--- config.mk ---
export PLATFORM = sky130hd
export DESIGN_NAME = clink_frame_generator
export DESIGN_NICKNAME = d
export VERILOG_FILES = /design/src/rtl/clink_pkg.sv /design/src/rtl/clink_tx_mapper.sv /design/src/rtl/clink_frame_generator.sv
export SDC_FILE = /design/constraint.sdc
export NUM_CORES = 1
export LEC_CHECK = 0
export CORE_ASPECT_RATIO = 1.4
export CORE_MARGIN = 2
export CORE_UTILIZATION = 45
export DETAILED_ROUTE_END_ITERATION = 16
export PLACE_DENSITY = 0.64
export SLEW_MARGIN = 20
export SYNTH_ARGS = -nofsm -noshare
export SYNTH_HDL_FRONTEND = slang
export SYNTH_HIERARCHICAL = 1
export SYNTH_SLANG_ARGS = --single-unit
--- constraint.sdc ---
create_clock -name clk -period 14.15 [get_ports clk]
set_clock_uncertainty 0.2 [all_clocks]
set_input_delay 2.83 -clock clk [delete_from_list [all_inputs] [get_ports clk]]
set_output_delay 2.83 -clock clk [all_outputs]
set_load 0.01 [all_outputs]
--- src/rtl/clink_pkg.sv ---
// Shared definitions for the Camera Link Base 3-tap 8-bit frame source.
// State codes, tap geometry and serializer bit positions.
`timescale 1ns/1ps
package clink_pkg;

  localparam int TAP_W = 8;
  localparam int TAP_N = 3;

  typedef logic [TAP_W-1:0] tap_t;

  typedef logic [2:0] state_t;
  localparam state_t S_IDLE   = 3'd0;
  localparam state_t S_LEAD   = 3'd1;
  localparam state_t S_ACTIVE = 3'd2;
  localparam state_t S_HBLANK = 3'd3;
  localparam state_t S_VBLANK = 3'd4;

  localparam int PX_D1_0  = 0;
  localparam int PX_D0_5  = 1;
  localparam int PX_D0_4  = 2;
  localparam int PX_D0_3  = 3;
  localparam int PX_D0_2  = 4;
  localparam int PX_D0_1  = 5;
  localparam int PX_D0_0  = 6;
  localparam int PX_D2_1  = 7;
  localparam int PX_D2_0  = 8;
  localparam int PX_D1_5  = 9;
  localparam int PX_D1_4  = 10;
  localparam int PX_D1_3  = 11;
  localparam int PX_D1_2  = 12;
  localparam int PX_D1_1  = 13;
  localparam int PX_DVAL  = 14;
  localparam int PX_FVAL  = 15;
  localparam int PX_LVAL  = 16;
  localparam int PX_D2_5  = 17;
  localparam int PX_D2_4  = 18;
  localparam int PX_D2_3  = 19;
  localparam int PX_D2_2  = 20;
  localparam int PX_SPARE = 21;
  localparam int PX_D2_7  = 22;
  localparam int PX_D2_6  = 23;
  localparam int PX_D1_7  = 24;
  localparam int PX_D1_6  = 25;
  localparam int PX_D0_7  = 26;
  localparam int PX_D0_6  = 27;

  // Tap A value for column c, row r: (3c + r) mod 256
  function automatic tap_t ramp(input tap_t c, input tap_t r);
    return tap_t'(c + c + c + r);
  endfunction

endpackage

--- src/rtl/clink_tx_mapper.sv ---
// Combinational packer of taps and valids into the 28-bit 7:1 word.
// Exact inverse of the X-channel receive bit mapping.
`timescale 1ns/1ps
module clink_tx_mapper
  import clink_pkg::*;
(
  input  logic [7:0]  d0,
  input  logic [7:0]  d1,
  input  logic [7:0]  d2,
  input  logic        lval,
  input  logic        fval,
  input  logic        dval,
  output logic [27:0] px
);

  always_comb begin
    px = '0;
    px[PX_D1_0]  = d1[0];
    px[PX_D0_5]  = d0[5];
    px[PX_D0_4]  = d0[4];
    px[PX_D0_3]  = d0[3];
    px[PX_D0_2]  = d0[2];
    px[PX_D0_1]  = d0[1];
    px[PX_D0_0]  = d0[0];
    px[PX_D2_1]  = d2[1];
    px[PX_D2_0]  = d2[0];
    px[PX_D1_5]  = d1[5];
    px[PX_D1_4]  = d1[4];
    px[PX_D1_3]  = d1[3];
    px[PX_D1_2]  = d1[2];
    px[PX_D1_1]  = d1[1];
    px[PX_DVAL]  = dval;
    px[PX_FVAL]  = fval;
    px[PX_LVAL]  = lval;
    px[PX_D2_5]  = d2[5];
    px[PX_D2_4]  = d2[4];
    px[PX_D2_3]  = d2[3];
    px[PX_D2_2]  = d2[2];
    px[PX_SPARE] = 1'b0;
    px[PX_D2_7]  = d2[7];
    px[PX_D2_6]  = d2[6];
    px[PX_D1_7]  = d1[7];
    px[PX_D1_6]  = d1[6];
    px[PX_D0_7]  = d0[7];
    px[PX_D0_6]  = d0[6];
  end

endmodule

--- src/rtl/clink_frame_generator.sv ---
// Camera Link Base 3-tap frame source: FVAL/LVAL/DVAL timing + pixel ramp.
// Optional CLINK_TX_FRAME_CNT_EN stamps a frame counter on row 0 col 0.
`timescale 1ns/1ps
module clink_frame_generator
  import clink_pkg::*;
#(
  parameter int WIDTH_BITS  = 12,
  parameter int HEIGHT_BITS = 12,
  parameter int BLANK_BITS  = 16
) (
  input  logic                   clk,
  input  logic                   rst_n,
  input  logic                   start,
  input  logic                   continuous,
  input  logic [WIDTH_BITS-1:0]  line_taps,
  input  logic [HEIGHT_BITS-1:0] lines,
  input  logic [BLANK_BITS-1:0]  h_blank,
  input  logic [BLANK_BITS-1:0]  v_blank,
  output logic                   busy,
  output logic                   frame_done,
  output logic [7:0]             d0,
  output logic [7:0]             d1,
  output logic [7:0]             d2,
  output logic                   lval,
  output logic                   fval,
  output logic                   dval,
  output logic [27:0]            px_data
);

  state_t state, nstate;
  logic [WIDTH_BITS-1:0]  col, ncol, c_taps;
  logic [HEIGHT_BITS-1:0] row, nrow, c_lines;
  logic [BLANK_BITS-1:0]  bcnt, nbcnt, c_hb, c_vb;
  logic [BLANK_BITS-1:0]  hb_last, vb_last;
  logic [WIDTH_BITS-1:0]  taps_last;
  logic [HEIGHT_BITS-1:0] lines_last;
  logic accept;
  logic n_act, n_fval, n_busy, n_done;
  tap_t nd0, nd1, nd2, base;
  logic [27:0] px_next;

  assign accept = (state == S_IDLE) && start &&
                  (line_taps != '0) && (lines != '0);

  // Zero blanking lengths behave as a single cycle
  assign hb_last = (c_hb == '0) ? '0 : c_hb - BLANK_BITS'(1);
  assign vb_last = (c_vb == '0) ? '0 : c_vb - BLANK_BITS'(1);
  assign taps_last  = c_taps - WIDTH_BITS'(1);
  assign lines_last = c_lines - HEIGHT_BITS'(1);

  always_comb begin
    nstate = state;
    ncol   = col;
    nrow   = row;
    nbcnt  = bcnt;
    unique case (state)
      S_IDLE: begin
        if (accept) begin
          nstate = S_LEAD;
          ncol   = '0;
          nrow   = '0;
          nbcnt  = '0;
        end
      end
      S_LEAD: begin
        if (bcnt == hb_last) begin
          nstate = S_ACTIVE;
          nbcnt  = '0;
        end else begin
          nbcnt = bcnt + BLANK_BITS'(1);
        end
      end
      S_ACTIVE: begin
        if (col == taps_last) nstate = S_HBLANK;
        else ncol = col + WIDTH_BITS'(1);
      end
      S_HBLANK: begin
        if (bcnt == hb_last) begin
          nbcnt = '0;
          if (row == lines_last) begin
            nstate = S_VBLANK;
          end else begin
            nstate = S_ACTIVE;
            nrow   = row + HEIGHT_BITS'(1);
            ncol   = '0;
          end
        end else begin
          nbcnt = bcnt + BLANK_BITS'(1);
        end
      end
      S_VBLANK: begin
        if (bcnt == vb_last) begin
          nbcnt  = '0;
          nrow   = '0;
          ncol   = '0;
          nstate = continuous ? S_LEAD : S_IDLE;
        end else begin
          nbcnt = bcnt + BLANK_BITS'(1);
        end
      end
      default: begin
        nstate = S_IDLE;
        ncol   = '0;
        nrow   = '0;
        nbcnt  = '0;
      end
    endcase
  end

  // Outputs are registered from next-state values so they align with state
  assign n_act  = (nstate == S_ACTIVE);
  assign n_fval = (nstate == S_LEAD) || n_act || (nstate == S_HBLANK);
  assign n_busy = (nstate != S_IDLE);
  assign n_done = (nstate == S_VBLANK) && (state != S_VBLANK);
  assign base   = ramp(TAP_W'(ncol), TAP_W'(nrow));

`ifdef CLINK_TX_FRAME_CNT_EN
  logic [15:0] fcnt;

  always_ff @(posedge clk or negedge rst_n) begin
    if (!rst_n) fcnt <= '0;
    else if (n_done) fcnt <= fcnt + 16'd1;
  end

  always_comb begin
    nd0 = '0;
    nd1 = '0;
    nd2 = '0;
    if (n_act && ncol == '0 && nrow == '0) begin
      nd0 = fcnt[7:0];
      nd1 = fcnt[15:8];
      nd2 = 8'hA5;
    end else if (n_act) begin
      nd0 = base;
      nd1 = base + 8'd1;
      nd2 = base + 8'd2;
    end
  end
`else
  always_comb begin
    nd0 = '0;
    nd1 = '0;
    nd2 = '0;
    if (n_act) begin
      nd0 = base;
      nd1 = base + 8'd1;
      nd2 = base + 8'd2;
    end
  end
`endif

  clink_tx_mapper u_mapper (
    .d0   (nd0),
    .d1   (nd1),
    .d2   (nd2),
    .lval (n_act),
    .fval (n_fval),
    .dval (n_act),
    .px   (px_next)
  );

  always_ff @(posedge clk or negedge rst_n) begin
    if (!rst_n) begin
      state   <= S_IDLE;
      col     <= '0;
      row     <= '0;
      bcnt    <= '0;
      c_taps  <= '0;
      c_lines <= '0;
      c_hb    <= '0;
      c_vb    <= '0;
    end else begin
      state <= nstate;
      col   <= ncol;
      row   <= nrow;
      bcnt  <= nbcnt;
      if (accept) begin
        c_taps  <= line_taps;
        c_lines <= lines;
        c_hb    <= h_blank;
        c_vb    <= v_blank;
      end
    end
  end

  always_ff @(posedge clk or negedge rst_n) begin
    if (!rst_n) begin
      busy       <= 1'b0;
      frame_done <= 1'b0;
      d0         <= '0;
      d1         <= '0;
      d2         <= '0;
      lval       <= 1'b0;
      fval       <= 1'b0;
      dval       <= 1'b0;
      px_data    <= '0;
    end else begin
      busy       <= n_busy;
      frame_done <= n_done;
      d0         <= nd0;
      d1         <= nd1;
      d2         <= nd2;
      lval       <= n_act;
      fval       <= n_fval;
      dval       <= n_act;
      px_data    <= px_next;
    end
  end

endmodule

Word-level counts from Yosys, hierarchy flattened
Cells that the tools add are included.
- output and inout port bits: 57
- register bits: 154
- input port bits: 60
- word-level logic and storage cells: 96
- bitwise operators: 3
- equal/unequal tests: 18
- mux-type cells: 28
- reductions and logical operators: 17
- $add $sub $neg: 12
- operator list (cell ; count):
    two-way mux 12 bit ; 9
    two-way mux 16 bit ; 5
    one-hot mux 16 bit (4 select lines) ; 1
    one-hot mux 12 bit (5 select lines) ; 1
    one-hot mux 12 bit (4 select lines) ; 1
    equality test 16 bit ; 2
    zero test 16 bit ; 2
    subtractor 16 x 1 -> 16 bit (second input constant) ; 2
    adder 12 x 1 -> 12 bit (second input constant) ; 2
    adder 8 bit ; 3
    equality test 12 bit ; 2
    two-way mux 8 bit ; 3
    nonzero test 12 bit ; 2
    subtractor 12 x 1 -> 12 bit (second input constant) ; 2
    two-way mux 3 bit ; 6
    adder 16 x 1 -> 16 bit (second input constant) ; 1
    one-hot mux 3 bit (5 select lines) ; 1
    equality test 3 x 2 -> 1 bit (second input constant) ; 4
    != test 2 bit (second input constant) ; 5
    adder 8 x 1 -> 8 bit (second input constant) ; 1
    adder 8 x 2 -> 8 bit (second input constant) ; 1
    equality test 3 x 1 -> 1 bit (second input constant) ; 2
    equality test 3 bit (second input constant) ; 2
    AND reduction 6 bit ; 1
    other kinds (10) ; 17

Longest topological paths before layout
Gate-level depths: netlist of run 1.
- depth in word-level cells: 11
- gate-level depth with buffers: 30
- depth with buffers taken out: 27

Modules after synthesis
The synthesis of run 1 kept the hierarchy.
- by module, submodules not included (module ; sequential area each (µm²) ; times used ; area an instance (µm²) ; cells an instance):
    clink_frame_generator ; 3853.7 ; 1 ; 9127.5 ; 932
    clink_tx_mapper ; 0.0 ; 1 ; 214.0 ; 29

Least setup slack after synthesis of run 1
OpenSTA, ideal clock, no wires.
- kind: input -> register
- from: in lines[6]
- to: reg px_data[24]
- library setup time: 0.115 ns
- path buffers: 1
- data arrival time: 7.066 ns
- stages on the path: 22
- path slack: 6.769 ns
- required time: 13.835 ns
- path through: nor4_1 nand3_1 nand3_1 or3b_2 o211a_1 o21ai_0 a32o_1 inv_1 fa_1 inv_1 fa_1 a21o_1 a21oi_1 xnor2_1 and2_1 nand2_1 nor2_1 nand2_1 xor2_1 xnor3_1 nor2b_1 buf_4
- cells in the longest elaborated chain, start to end: 9
- elaborated cells between the ends (all ways): 14
- those cells by class: add/sub: 4; eq/ne: 1; mux: 7; reduce/logical: 2
- RTL lines (what ; RTL line ; RTL):
    start: declaration ; clink_frame_generator.sv:16 ; input logic [HEIGHT_BITS-1:0] lines,
    nonzero test 12 bit (*) ; clink_frame_generator.sv:43 ; (line_taps != '0) && (lines != '0);
    logical AND 1 bit (*) ; clink_frame_generator.sv:43 ;
    two-way mux 12 bit (*) ; clink_frame_generator.sv:58 ; if (accept) begin
    one-hot mux 12 bit (5 select lines) (*) ; clink_frame_generator.sv:56 ; unique case (state)
    net ncol[1] ; clink_frame_generator.sv:31 ; logic [WIDTH_BITS-1:0] col, ncol, c_taps;
    adder 8 bit ; clink_pkg.sv:49 ; return tap_t'(c + c + c + r);
    adder 8 bit (*) (2 in series) ; clink_pkg.sv:49 ;
    adder 8 x 1 -> 8 bit (*) ; clink_frame_generator.sv:146 ; nd1 = base + 8'd1;
    two-way mux 8 bit (*) ; clink_frame_generator.sv:144 ; if (n_act) begin
    net nd1[7] ; clink_frame_generator.sv:39 ; tap_t nd0, nd1, nd2, base;
    end signal: assignment ; clink_frame_generator.sv:206 ; px_data <= px_next;
    end: declaration ; clink_frame_generator.sv:27 ; output logic [27:0] px_data
The timed path passes the listed nets; every way through them passes the cells marked *. The select of a mux whose other input is x is not followed.
A chain may end at the register's enable or synchronous reset.

Worst setup path in the final report of run 1
- from: in line_taps[6]
- to: reg d1[7]
- cells in the longest elaborated chain, start to end: 10
- elaborated cells between the ends (all ways): 15
- those cells by class: add/sub: 4; eq/ne: 1; mux: 7; reduce/logical: 3
- RTL lines (what ; RTL line ; RTL):
    start: declaration ; clink_frame_generator.sv:15 ; input logic [WIDTH_BITS-1:0] line_taps,
    nonzero test 12 bit (*) ; clink_frame_generator.sv:43 ;
    logical AND 1 bit (*) ; clink_frame_generator.sv:42 ; assign accept = (state == S_IDLE) && start &&
    logical AND 1 bit (*) ; clink_frame_generator.sv:43 ;
    two-way mux 12 bit (*) ; clink_frame_generator.sv:58 ;
    one-hot mux 12 bit (5 select lines) (*) ; clink_frame_generator.sv:56 ;
    net ncol[1] ; clink_frame_generator.sv:31 ;
    adder 8 bit ; clink_pkg.sv:49 ;
    adder 8 bit (*) (2 in series) ; clink_pkg.sv:49 ;
    adder 8 x 1 -> 8 bit (*) ; clink_frame_generator.sv:146 ;
    two-way mux 8 bit (*) ; clink_frame_generator.sv:144 ;
    net nd1[7] ; clink_frame_generator.sv:39 ;
    end signal: assignment ; clink_frame_generator.sv:201 ; d1 <= nd1;
    end: declaration ; clink_frame_generator.sv:22 ; output logic [7:0] d1,
Marks and branches as above.

==> results of run 1 <==
registers in the layout, summed over array words and instances, names as in the netlist:
| name | flops |
|---|---|
| col | 12 |
| c_lines | 12 |
| c_hb | 16 |
| frame_done | 1 |
| state | 3 |
| d0 | 7 |
| fval | 1 |
| bcnt | 16 |
| dval | 1 |
| c_vb | 16 |
| c_taps | 12 |
| d1 | 8 |
| px_data | 28 |
| row | 12 |
| d2 | 8 |
| busy | 1 |
layer usage:
metal  part of all wire, %  GRT usage [%]
met1                    41           23.9
met2                    52           35.8
met3                   4.9           4.86
met4                   2.8           7.92
met5                     0              0
area by class of cell:
type	instances	area [um2]
fillers	1830	9460
well taps	256	320
multi-input cells	694	4940
clock inverters	15	156
clock buffers	17	425
flip-flops and latches	154	3850
inverters	37	139
repair buffers	119	1180
cells in the final DEF, fill, tap and decap left out, types with 4 or more instances in the layout:
cell                              netlist  routed
sky130_fd_sc_hd__nor4_1                19      19
sky130_fd_sc_hd__or2_2                  9       9
sky130_fd_sc_hd__nor3b_1                6       6
sky130_fd_sc_hd__nand4_1               15      15
sky130_fd_sc_hd__a21oi_1               29      29
sky130_fd_sc_hd__o211ai_1               4       4
sky130_fd_sc_hd__or4_1                  6       6
sky130_fd_sc_hd__and2_1                10      10
sky130_fd_sc_hd__xnor2_1               52      52
sky130_fd_sc_hd__nor2_1                61      61
sky130_fd_sc_hd__fa_1                   7       7
sky130_fd_sc_hd__mux2i_1               13      13
sky130_fd_sc_hd__inv_1                 36      36
sky130_fd_sc_hd__clkdlybuf4s50_1        0     115
sky130_fd_sc_hd__o21ai_0               51      51
sky130_fd_sc_hd__ha_1                  16      16
sky130_fd_sc_hd__a31oi_1               12      12
sky130_fd_sc_hd__o21a_1                 5       5
sky130_fd_sc_hd__o31a_1                 6       6
sky130_fd_sc_hd__a211oi_1               4       4
sky130_fd_sc_hd__clkbuf_16              0      17
sky130_fd_sc_hd__and3_1                17      17
sky130_fd_sc_hd__nand2b_1              16      16
sky130_fd_sc_hd__a21o_1                 8       8
sky130_fd_sc_hd__nor4b_1                4       4
sky130_fd_sc_hd__or3_1                 10      10
sky130_fd_sc_hd__xor2_1                30      30
sky130_fd_sc_hd__dfrtp_1              154     154
sky130_fd_sc_hd__o31ai_1               11      11
sky130_fd_sc_hd__nand2_1               73      73
sky130_fd_sc_hd__nor3_1                26      26
sky130_fd_sc_hd__nor2b_1                9       9
sky130_fd_sc_hd__nand3_1               36      35
sky130_fd_sc_hd__mux2_2                57      57
sky130_fd_sc_hd__inv_6                  0       6
how the worst max path moves through the flow:
stage                       from  slack [ns]          end
finish              line_taps[6]        6.14        d1[7]
global route        line_taps[6]        5.73        d1[7]
CTS                 line_taps[6]        6.12  px_data[24]
detailed placement  line_taps[6]        5.67        d1[7]
global placement    line_taps[6]        5.74        d1[7]
floorplan               lines[6]        6.77  px_data[24]
worst max-delay path, stage by stage:
cell,delay (ns)
sky130_fd_sc_hd__clkdlybuf4s50_1,0.42
sky130_fd_sc_hd__nor4_1,0.61
sky130_fd_sc_hd__nand3_1,0.19
sky130_fd_sc_hd__nand3_2,0.13
sky130_fd_sc_hd__or3b_2,0.46
sky130_fd_sc_hd__o211a_1,0.20
sky130_fd_sc_hd__o21ai_0,0.13
sky130_fd_sc_hd__a32o_1,0.27
sky130_fd_sc_hd__inv_1,0.08
sky130_fd_sc_hd__fa_1,0.50
sky130_fd_sc_hd__inv_1,0.07
sky130_fd_sc_hd__fa_1,0.48
sky130_fd_sc_hd__a21o_1,0.20
sky130_fd_sc_hd__a21oi_1,0.22
sky130_fd_sc_hd__xnor2_1,0.24
sky130_fd_sc_hd__and2_1,0.23
sky130_fd_sc_hd__nand2_1,0.07
sky130_fd_sc_hd__nor2_1,0.17
sky130_fd_sc_hd__nand2_1,0.09
sky130_fd_sc_hd__xor2_1,0.15
sky130_fd_sc_hd__xnor3_1,0.21
sky130_fd_sc_hd__nor2b_1,0.15
cells by family after synthesis:
logic type | count (synthesis) | synth area share, %
adders and majority gates | 24 | 3.75
AOI/OAI and AO/OA | 173 | 12.4
DFF | 154 | 41.3
and+or+nand+nor | 339 | 19.5
xor gates and xnor gates | 87 | 8.84
buffers and inverters | 113 | 5.88
other | 1 | 0.0401
muxes | 70 | 8.26
through the flow:
step / power [W] / cells / hold WS (ns) / area, um2 / util, %
2_1_floorplan: 0.00167 / 961 / 0.300 / 9340 / -
3_3_place_gp: 0.00192 / 1260 / 0.321 / 10400 / 51.0
3_5_place_dp: 0.00193 / 1260 / 0.327 / 10400 / 51.0
4_1_cts: 0.00239 / 1292 / 0.342 / 11000 / 53.8
5_1_grt: 0.00257 / 1292 / 0.355 / 11000 / 53.8
6_report: 0.00237 / 1292 / 0.333 / 11000 / 53.8
power breakdown:
part | internal [W] | leakage (nW) | switching, W
Sequential | 0.000552 | 2.02 | 0.000201
Clock | 0.000235 | 0.284 | 0.000212
Combinational | 0.000573 | 2.40 | 0.000596
Total | 0.00136 | 4.70 | 0.00101
==> impl_metrics.tcl, run 1 <==
set metrics [dict create \
    postCtsResizedCells 0 \
    fp.dieW_um 126 \
    yosysMostFrequentCell "sky130_fd_sc_hd__dfrtp_1" \
    asyncSetResetFlopFracSynth_pct 100 \
    postCtsSetupBuffers 0 \
    final_critical_path_required_period_ns 8.01 \
    rr_worst_depth 23 \
    clock.fmax_mhz 125 \
    worst-endpoint-required_ns 14.23 \
    number_of_nets_at_the_end_of_the_flow 1106 \
    drcViolationCount 0 \
    grt_setup_unrepaired "false" \
    cts_inserted_buffers 17 \
    post_synth.cell_area_avg_um2 9.72 \
    port_buffers 116 \
    dp_slack_ns 5.67 \
    worst_hold_endpoint "c_taps[11]" \
    max-cap-violations 0 \
    ant_nets 0 \
    drt-vias-per-instance 5.59 \
    maxSlewViolCount 0 \
    die_h_um 174 \
    least_margin_pin_slew_ns 0.970 \
    synth-warning-count 6 \
    startpoint_type "input port" \
    first_pass_drt_iterations 5 \
    finalSetupTns_ns 0 \
    cp_data_arrival_time_ns 8.09 \
    finalCritPeriodShare_pct 56.6 \
    final_hpwl_from_detailed_placement_mm 16.2 \
    setup_slack_ns 6.14 \
    gr-usage-all-layers_pct 20.4 \
    cts.hold.buffers_added 0 \
    hold_depth 1 \
    launching_point_of_the_worst_reg2reg_path "c_vb[2]" \
    ctsHtreeMaxLevel 4 \
    finalWirelength_mm 21.8 \
    largest_cells_by_area_after_synthesis "sky130_fd_sc_hd__dfrtp_1 (41%), sky130_fd_sc_hd__mux2_2 (6.9%), sky130_fd_sc_hd__xnor2_1 (4.9%), sky130_fd_sc_hd__nand2_1 (2.9%), sky130_fd_sc_hd__xor2_1 (2.8%)" \
    synth_fp_nets 1044 \
    synth_top_cell_area_share_pct 41.3 \
    largest_fanout_on_the_critical_path 7 \
    setup_viol 0 \
    synth_area_leader_cell "sky130_fd_sc_hd__dfrtp_1" \
    postSynthRegisterBits 154 \
    worst_slew_margin_rel_pct 34.8 \
    max-vdd-ir-drop_uv 158 \
    coreArea_um2 20500 \
    yosys-top-cells-count "sky130_fd_sc_hd__dfrtp_1 (154), sky130_fd_sc_hd__nand2_1 (73), sky130_fd_sc_hd__nor2_1 (61)" \
    r2r_slack_ns 6.79 \
    power.density_cell_area_nw_per_um2 215 \
    initialDrtViolationCount 483 \
    clockBufferDepth 2 \
    cts.sink_count 154 \
    antenna_found_initial 0 \
    finalHoldViolCount 0 \
    floorplan.initialDensity_pct 45.6 \
    cts.reportedPaths.clkPinSlew_ns 0.06 \
    total_leakage_power_nw 4.70 \
    seq_area_frac_synth_pct 41.3 \
    global_route_wire_length_before_repair_mm 36.1 \
    number_of_flops_mapped_to_enable_cells_by_yosys 0 \
    synth_cells 961 \
    ios 117 \
    end_kind "register" \
    first_global_vias 7129 \
    post_synthesis_instance_area_um2 9340 \
    n_antenna_cell 0 \
    timing.hold.worst.class "reg -> reg" \
    worst_reg2reg_endpoint "d1[7]" \
    std_cell_rows 62 \
    post_drt_wl_per_cell_um 16.9 \
    clk_root_buffer_cell "sky130_fd_sc_hd__clkbuf_16" \
    finalWeightedCongestion 0.834 \
    fp.dieArea_um2 21900 \
    clk_latency_ns 0.43 \
    globalRoute.totalOverflow 0 \
    main_flop_type_after_synthesis "sky130_fd_sc_hd__dfrtp_1" \
    routed-via-count 7226 \
    netlist-cell-type-count 84 \
    proportion_of_layout_cells_with_a_drive_suffix_above_1_pct 11.8 \
    largest_net_degree_at_the_start_of_global_routing 100 \
    crit_type "in -> reg" \
    cts_tree "done" \
    worst_hold_startpoint "c_taps[11]" \
    status "finished clean" \
    area_growth_syn_to_layout_pct 18.0 \
]
Power figures use the tool's default switching activity.
==> run 2: changes to the inputs <==
==> constraint.sdc (replaced) <==
create_clock -name clk -period 8.14 [get_ports clk]
set_clock_uncertainty 0.2 [all_clocks]
set_input_delay 1.628 -clock clk [delete_from_list [all_inputs] [get_ports clk]]
set_output_delay 1.628 -clock clk [all_outputs]
set_load 0.01 [all_outputs]
==> run 2 against run 1 <==
Sequential power is 74% higher. Count of clock-buffer cells in the layout grew 1. Via count up 0.35%. Setup slack got worse by 5.0 ns. Combinational power grew 75%. Non-clock buffer count rose by 4. Critical endpoint unchanged.
==> impl_metrics.tcl, run 2 (same netlist as run 1, synthesis figures left out) <==
set metrics [dict create \
    drcViolationCount 0 \
    setup_slack_ns 1.18 \
    clockBufferDepth 2 \
    finalWeightedCongestion 0.834 \
    cts_tree "done" \
    finalHoldViolCount 0 \
    layout_commonest_cell "sky130_fd_sc_hd__dfrtp_1" \
    finalCritPeriodShare_pct 85.5 \
    antenna_found_initial 0 \
    clock.fmax_mhz 144 \
    total_leakage_power_nw 4.72 \
    max-vdd-ir-drop_uv 205 \
    cp_data_arrival_time_ns 7.04 \
    initialDrtViolationCount 524 \
    placed_cells_incl_taps 1264 \
    p_seq_share_pct 31.7 \
    worst_path_max_delay_cell "sky130_fd_sc_hd__or3b_2" \
    cts.hold.buffers_added 0 \
    number_of_nets_at_the_end_of_the_flow 1110 \
    fp.dieArea_um2 21900 \
    worst-path-buf-inv 2 \
    die_h_um 174 \
    largest_fanout_on_the_critical_path 12 \
    netSwitchingPower_w 0.00175 \
    final_core_utilization_pct 53.9 \
    cts.sink_count 154 \
    crit_type "reg -> reg" \
    port_buffers 116 \
    post_drt_wl_per_cell_um 17.1 \
    startpoint_type "register" \
    globalRoute.totalOverflow 0 \
    maxSlewViolCount 0 \
    p_clk_share_pct 18.8 \
    end_kind "register" \
    grt_setup_unrepaired "false" \
    cts.reportedPaths.clkPinSlew_ns 0.07 \
    final_hpwl_from_detailed_placement_mm 16.3 \
    largest_reg_flops 28 \
    postCtsResizedCells 0 \
    first_global_vias 7529 \
    worst_slew_margin_rel_pct 39.4 \
    area_growth_syn_to_layout_pct 18.3 \
    global_route_wire_length_before_repair_mm 37.6 \
    drt-vias-per-instance 5.59 \
    ctsHtreeMaxLevel 4 \
    status "finished clean" \
    finalWirelength_mm 22.2 \
    clk_latency_ns 0.43 \
    cts_inserted_buffers 17 \
    critical_path.max_stage_delay_ns 0.49 \
    power.density_cell_area_nw_per_um2 376 \
    post_layout_instance_count_excluding_filler_cells 1296 \
    routed-via-count 7251 \
    floorplan.initialDensity_pct 45.6 \
    finalHoldWorstSlack_ns 0.329 \
    least_margin_pin_slew_ns 0.910 \
    gr-usage-all-layers_pct 21.1 \
    setup_viol 0 \
    sw_frac_of_total_pct 42.2 \
    proportion_of_layout_cells_with_a_drive_suffix_above_1_pct 12.1 \
    final_critical_path_required_period_ns 6.96 \
    std_cell_rows 62 \
    worst-endpoint-required_ns 8.21 \
    finalSetupTns_ns 0 \
    coreArea_um2 20500 \
    n_antenna_cell 0 \
    postCtsSetupBuffers 0 \
    clk_root_buffer_cell "sky130_fd_sc_hd__clkbuf_16" \
    dp_slack_ns 0.906 \
    ios 117 \
    critical-path-top-delay-family "simple AND/OR/NAND/NOR gates" \
    timing.hold.worst.class "reg -> reg" \
    ant_nets 0 \
    max_flop_register "px_data" \
    largest_net_degree_at_the_start_of_global_routing 99 \
    p_comb_share_pct 49.5 \
    p_int_w 0.00240 \
    layout.cells.most_common_list "sky130_fd_sc_hd__dfrtp_1 (154), sky130_fd_sc_hd__clkdlybuf4s50_1 (115), sky130_fd_sc_hd__nand2_1 (73), sky130_fd_sc_hd__nor2_1 (61), sky130_fd_sc_hd__mux2_2 (57)" \
    first_pass_drt_iterations 5 \
    max-cap-violations 0 \
    fp.dieW_um 126 \
]
run 2: changes by cell type in the layout (fill, tap and decap cells not counted), sizes merged:
cell | before | now
bufinv | 0 | 1
clkbuf | 17 | 18
buf | 4 | 8
inv | 46 | 44
run 2: metrics by stage:
step | total power (W) | cell area [um2]
CTS | 0.00418 | 11000
floorplan | 0.00290 | 9340
detailed placement | 0.00337 | 10500
global route | 0.00452 | 11000
global placement | 0.00336 | 10500
finish | 0.00415 | 11000
run 2: metal layers:
layer / global-route usage [%] / vias up / part of all wire, %
met2: 37.9 / 165 / 53
li1: - / 3532 / -
met4: 7.33 / 0 / 2.4
met3: 4.71 / 36 / 4.4
met5: 0 / - / 0
met1: 24.8 / 3518 / 41
run 2: area by class of cell:
| type | instances | area [um2] |
|---|---|---|
| fill | 1849 | 9430 |
| multi-input combinational | 694 | 4940 |
| sequential | 154 | 3850 |
| timing repair buffer | 123 | 1210 |
| clock buffer | 18 | 439 |
| tap | 256 | 320 |
| inverter | 37 | 139 |
| clock inverter | 14 | 136 |
run 2: power by group through the flow:
stage               Sequential [W]  Clock, W  Combinational, W
global route               0.00136  0.000838           0.00232
finish                     0.00131  0.000782           0.00205
floorplan                  0.00116         0           0.00174
detailed placement         0.00132         0           0.00204
CTS                        0.00131  0.000805           0.00207
global placement           0.00132         0           0.00204
run 2: worst paths after layout:
path / start / to / slack, ns / cells after the start
worst min-delay path: c_taps[11] / c_taps[11] / 0.33 / 1
min in group asynchronous: rst_n / c_hb[9] / 1.06 / 1
max in group asynchronous: rst_n / row[9] / 5.36 / 2
worst max-delay path: c_hb[0] / d1[7] / 1.18 / 26
worst max register to register: c_hb[0] / d1[7] / 1.18 / 26
worst min register to register: c_taps[11] / c_taps[11] / 0.33 / 1
==> run 3: changes to the inputs <==
--- a/config.mk
+++ b/config.mk
@@ -5,11 +5,14 @@
 export SDC_FILE = /design/constraint.sdc
 export NUM_CORES = 1
 export LEC_CHECK = 0
+export CAP_MARGIN = 5
+export CELL_PAD_IN_SITES_DETAIL_PLACEMENT = 2
+export CELL_PAD_IN_SITES_GLOBAL_PLACEMENT = 2
 export CORE_ASPECT_RATIO = 1.4
 export CORE_MARGIN = 2
-export CORE_UTILIZATION = 45
+export CORE_UTILIZATION = 36
 export DETAILED_ROUTE_END_ITERATION = 16
-export PLACE_DENSITY = 0.64
+export PLACE_DENSITY = 0.78
 export SLEW_MARGIN = 20
 export SYNTH_ARGS = -nofsm -noshare
 export SYNTH_HDL_FRONTEND = slang
==> run 3 against run 2 <==
The run now ends with design-rule violations left. Sequential power hardly changed. Die area up 24%. Wire length rose by 25%. Design area is 0.91% higher. Largest power group unchanged. Highest routed layer unchanged.
==> impl_metrics.tcl, run 3 (same netlist as run 1, synthesis figures left out) <==
set metrics [dict create \
    status "finished, violations left" \
    violations_in_the_final_reports "design-rule violations" \
    antenna_found_initial 0 \
    largest_reg_flops 28 \
    sequential_cell_area_um2 3850 \
    setup_viol 0 \
    cts.hold.buffers_added 0 \
    ant_nets 0 \
    finalPower_w 0.00435 \
    final_core_utilization_pct 43.8 \
    setup_slack_ns 0.817 \
    finalWeightedCongestion 0.808 \
    cts_tree "done" \
    finalCritPeriodShare_pct 90.0 \
    finalSetupTns_ns 0 \
    cts.sink_count 154 \
    dp_slack_ns 0.785 \
    postCtsResizedCells 0 \
    largest_fanout_on_the_critical_path 12 \
    max-cap-violations 0 \
    crit_type "reg -> reg" \
    final_hpwl_from_detailed_placement_mm 20.7 \
    finalHoldViolCount 0 \
    n_antenna_cell 0 \
    largest_net_degree_at_the_start_of_global_routing 92 \
    multi_input_comb_area_um2 4940 \
    cts_inserted_buffers 17 \
    max-vdd-ir-drop_uv 188 \
    clk_latency_ns 0.43 \
    drt-vias-per-instance 5.54 \
    port_buffers 116 \
    power.density_cell_area_nw_per_um2 390 \
    ctsHtreeMaxLevel 4 \
    end_kind "register" \
    routed-via-count 7514 \
    r2r_slack_ns 0.82 \
    global_route_wire_length_before_repair_mm 45.9 \
    number_of_nets_at_the_end_of_the_flow 1108 \
    finalWirelength_mm 27.8 \
    coreArea_um2 25500 \
    total_leakage_power_nw 4.72 \
    worst_slew_margin_rel_pct 37.8 \
    grt_setup_unrepaired "false" \
    ios 117 \
    cts.reportedPaths.clkPinSlew_ns 0.07 \
    nFillCells 2699 \
    critical_path.max_stage_delay_ns 0.61 \
    proportion_of_layout_cells_with_a_drive_suffix_above_1_pct 11.9 \
    area_growth_syn_to_layout_pct 19.3 \
    clock.fmax_mhz 137 \
    layout_commonest_cell "sky130_fd_sc_hd__dfrtp_1" \
    clockBufferDepth 2 \
    die_h_um 195 \
    drcViolationCount 1 \
    timing.hold.worst.class "reg -> reg" \
    clk_root_buffer_cell "sky130_fd_sc_hd__clkbuf_16" \
    first_pass_drt_iterations 12 \
    initialDrtViolationCount 282 \
    first_global_vias 8491 \
    gr-usage-all-layers_pct 21.2 \
    fp.dieW_um 140 \
    std_cell_rows 69 \
    maxSlewViolCount 0 \
    critical-path-top-delay-family "simple AND/OR/NAND/NOR gates" \
    max_flop_register "px_data" \
    least_margin_pin_slew_ns 0.933 \
    worst_path_max_delay_cell "sky130_fd_sc_hd__and4bb_1" \
    globalRoute.totalOverflow 0 \
    post_drt_wl_per_cell_um 20.5 \
    layout.cells.most_common_list "sky130_fd_sc_hd__dfrtp_1 (154), sky130_fd_sc_hd__clkdlybuf4s50_1 (115), sky130_fd_sc_hd__nand2_1 (73), sky130_fd_sc_hd__nor2_1 (61), sky130_fd_sc_hd__mux2_2 (57)" \
    final_critical_path_required_period_ns 7.32 \
    floorplan.initialDensity_pct 36.7 \
    worst-path-buf-inv 1 \
    worst-endpoint-required_ns 8.21 \
    startpoint_type "register" \
    cp_data_arrival_time_ns 7.39 \
    fp.dieArea_um2 27300 \
    postCtsSetupBuffers 0 \
]
[run 3: changes by cell type in the layout (fill, tap and decap cells not counted), sizes merged]
cell / before / now
clkinv: 5 / 4
buf: 8 / 6
inv: 44 / 45
[run 3: routing by layer]
| layer | wire length (um) | vias to the layer above | global-route usage, % |
|---|---|---|---|
| met4 | 599 | 0 | 6.66 |
| met2 | 15600 | 91 | 40.7 |
| met1 | 10800 | 3873 | 23.3 |
| met5 | 0 | - | 0 |
| met3 | 729 | 33 | 3.79 |
| li1 | - | 3517 | - |
[run 3: path summary, 6_finish.rpt]
check | startpoint | depth (start not counted) | end
hold / removal | c_taps[11] | 1 | c_taps[11]
setup reg to reg | c_hb[0] | 25 | d1[7]
hold reg to reg | c_taps[11] | 1 | c_taps[11]
setup / recovery | c_hb[0] | 25 | d1[7]
min in group asynchronous | rst_n | 1 | c_hb[3]
max in group asynchronous | rst_n | 2 | c_hb[9]
[run 3: worst register-to-register path: cells and delay by family, from the launching register on]
family | cells | cell delay [ns]
muxes | 1 | 0.34
adders and majority gates | 4 | 1.38
and+or+nand+nor | 9 | 2.38
xor gates and xnor gates | 3 | 0.67
buffers and inverters | 1 | 0.11
DFF | 1 | 0.45
AOI/OAI and AO/OA | 7 | 1.65
[run 3: stage by stage]
stage / cells / hold WS, ns / area (um2)
floorplan: 961 / 0.300 / 9340
global placement: 1325 / 0.313 / 10500
detailed placement: 1325 / 0.335 / 10500
CTS: 1357 / 0.350 / 11100
global route: 1357 / 0.355 / 11100
finish: 1357 / 0.339 / 11100
[run 3: report_power, final]
| part | internal [W] | leakage (nW) | total (W) | switching [W] |
|---|---|---|---|---|
| Sequential | 0.000959 | 2.02 | 0.00133 | 0.000373 |
| Combinational | 0.00101 | 2.41 | 0.00218 | 0.00118 |
| Clock | 0.000449 | 0.297 | 0.000832 | 0.000384 |
[run 3: final cells by class]
type	count	area share (%)
inverter	37	1.25
clock inverter	14	1.55
sequential	154	34.6
timing repair buffer	121	10.8
tap	319	3.58
multi-input combinational	694	44.3
clock buffer	18	3.94
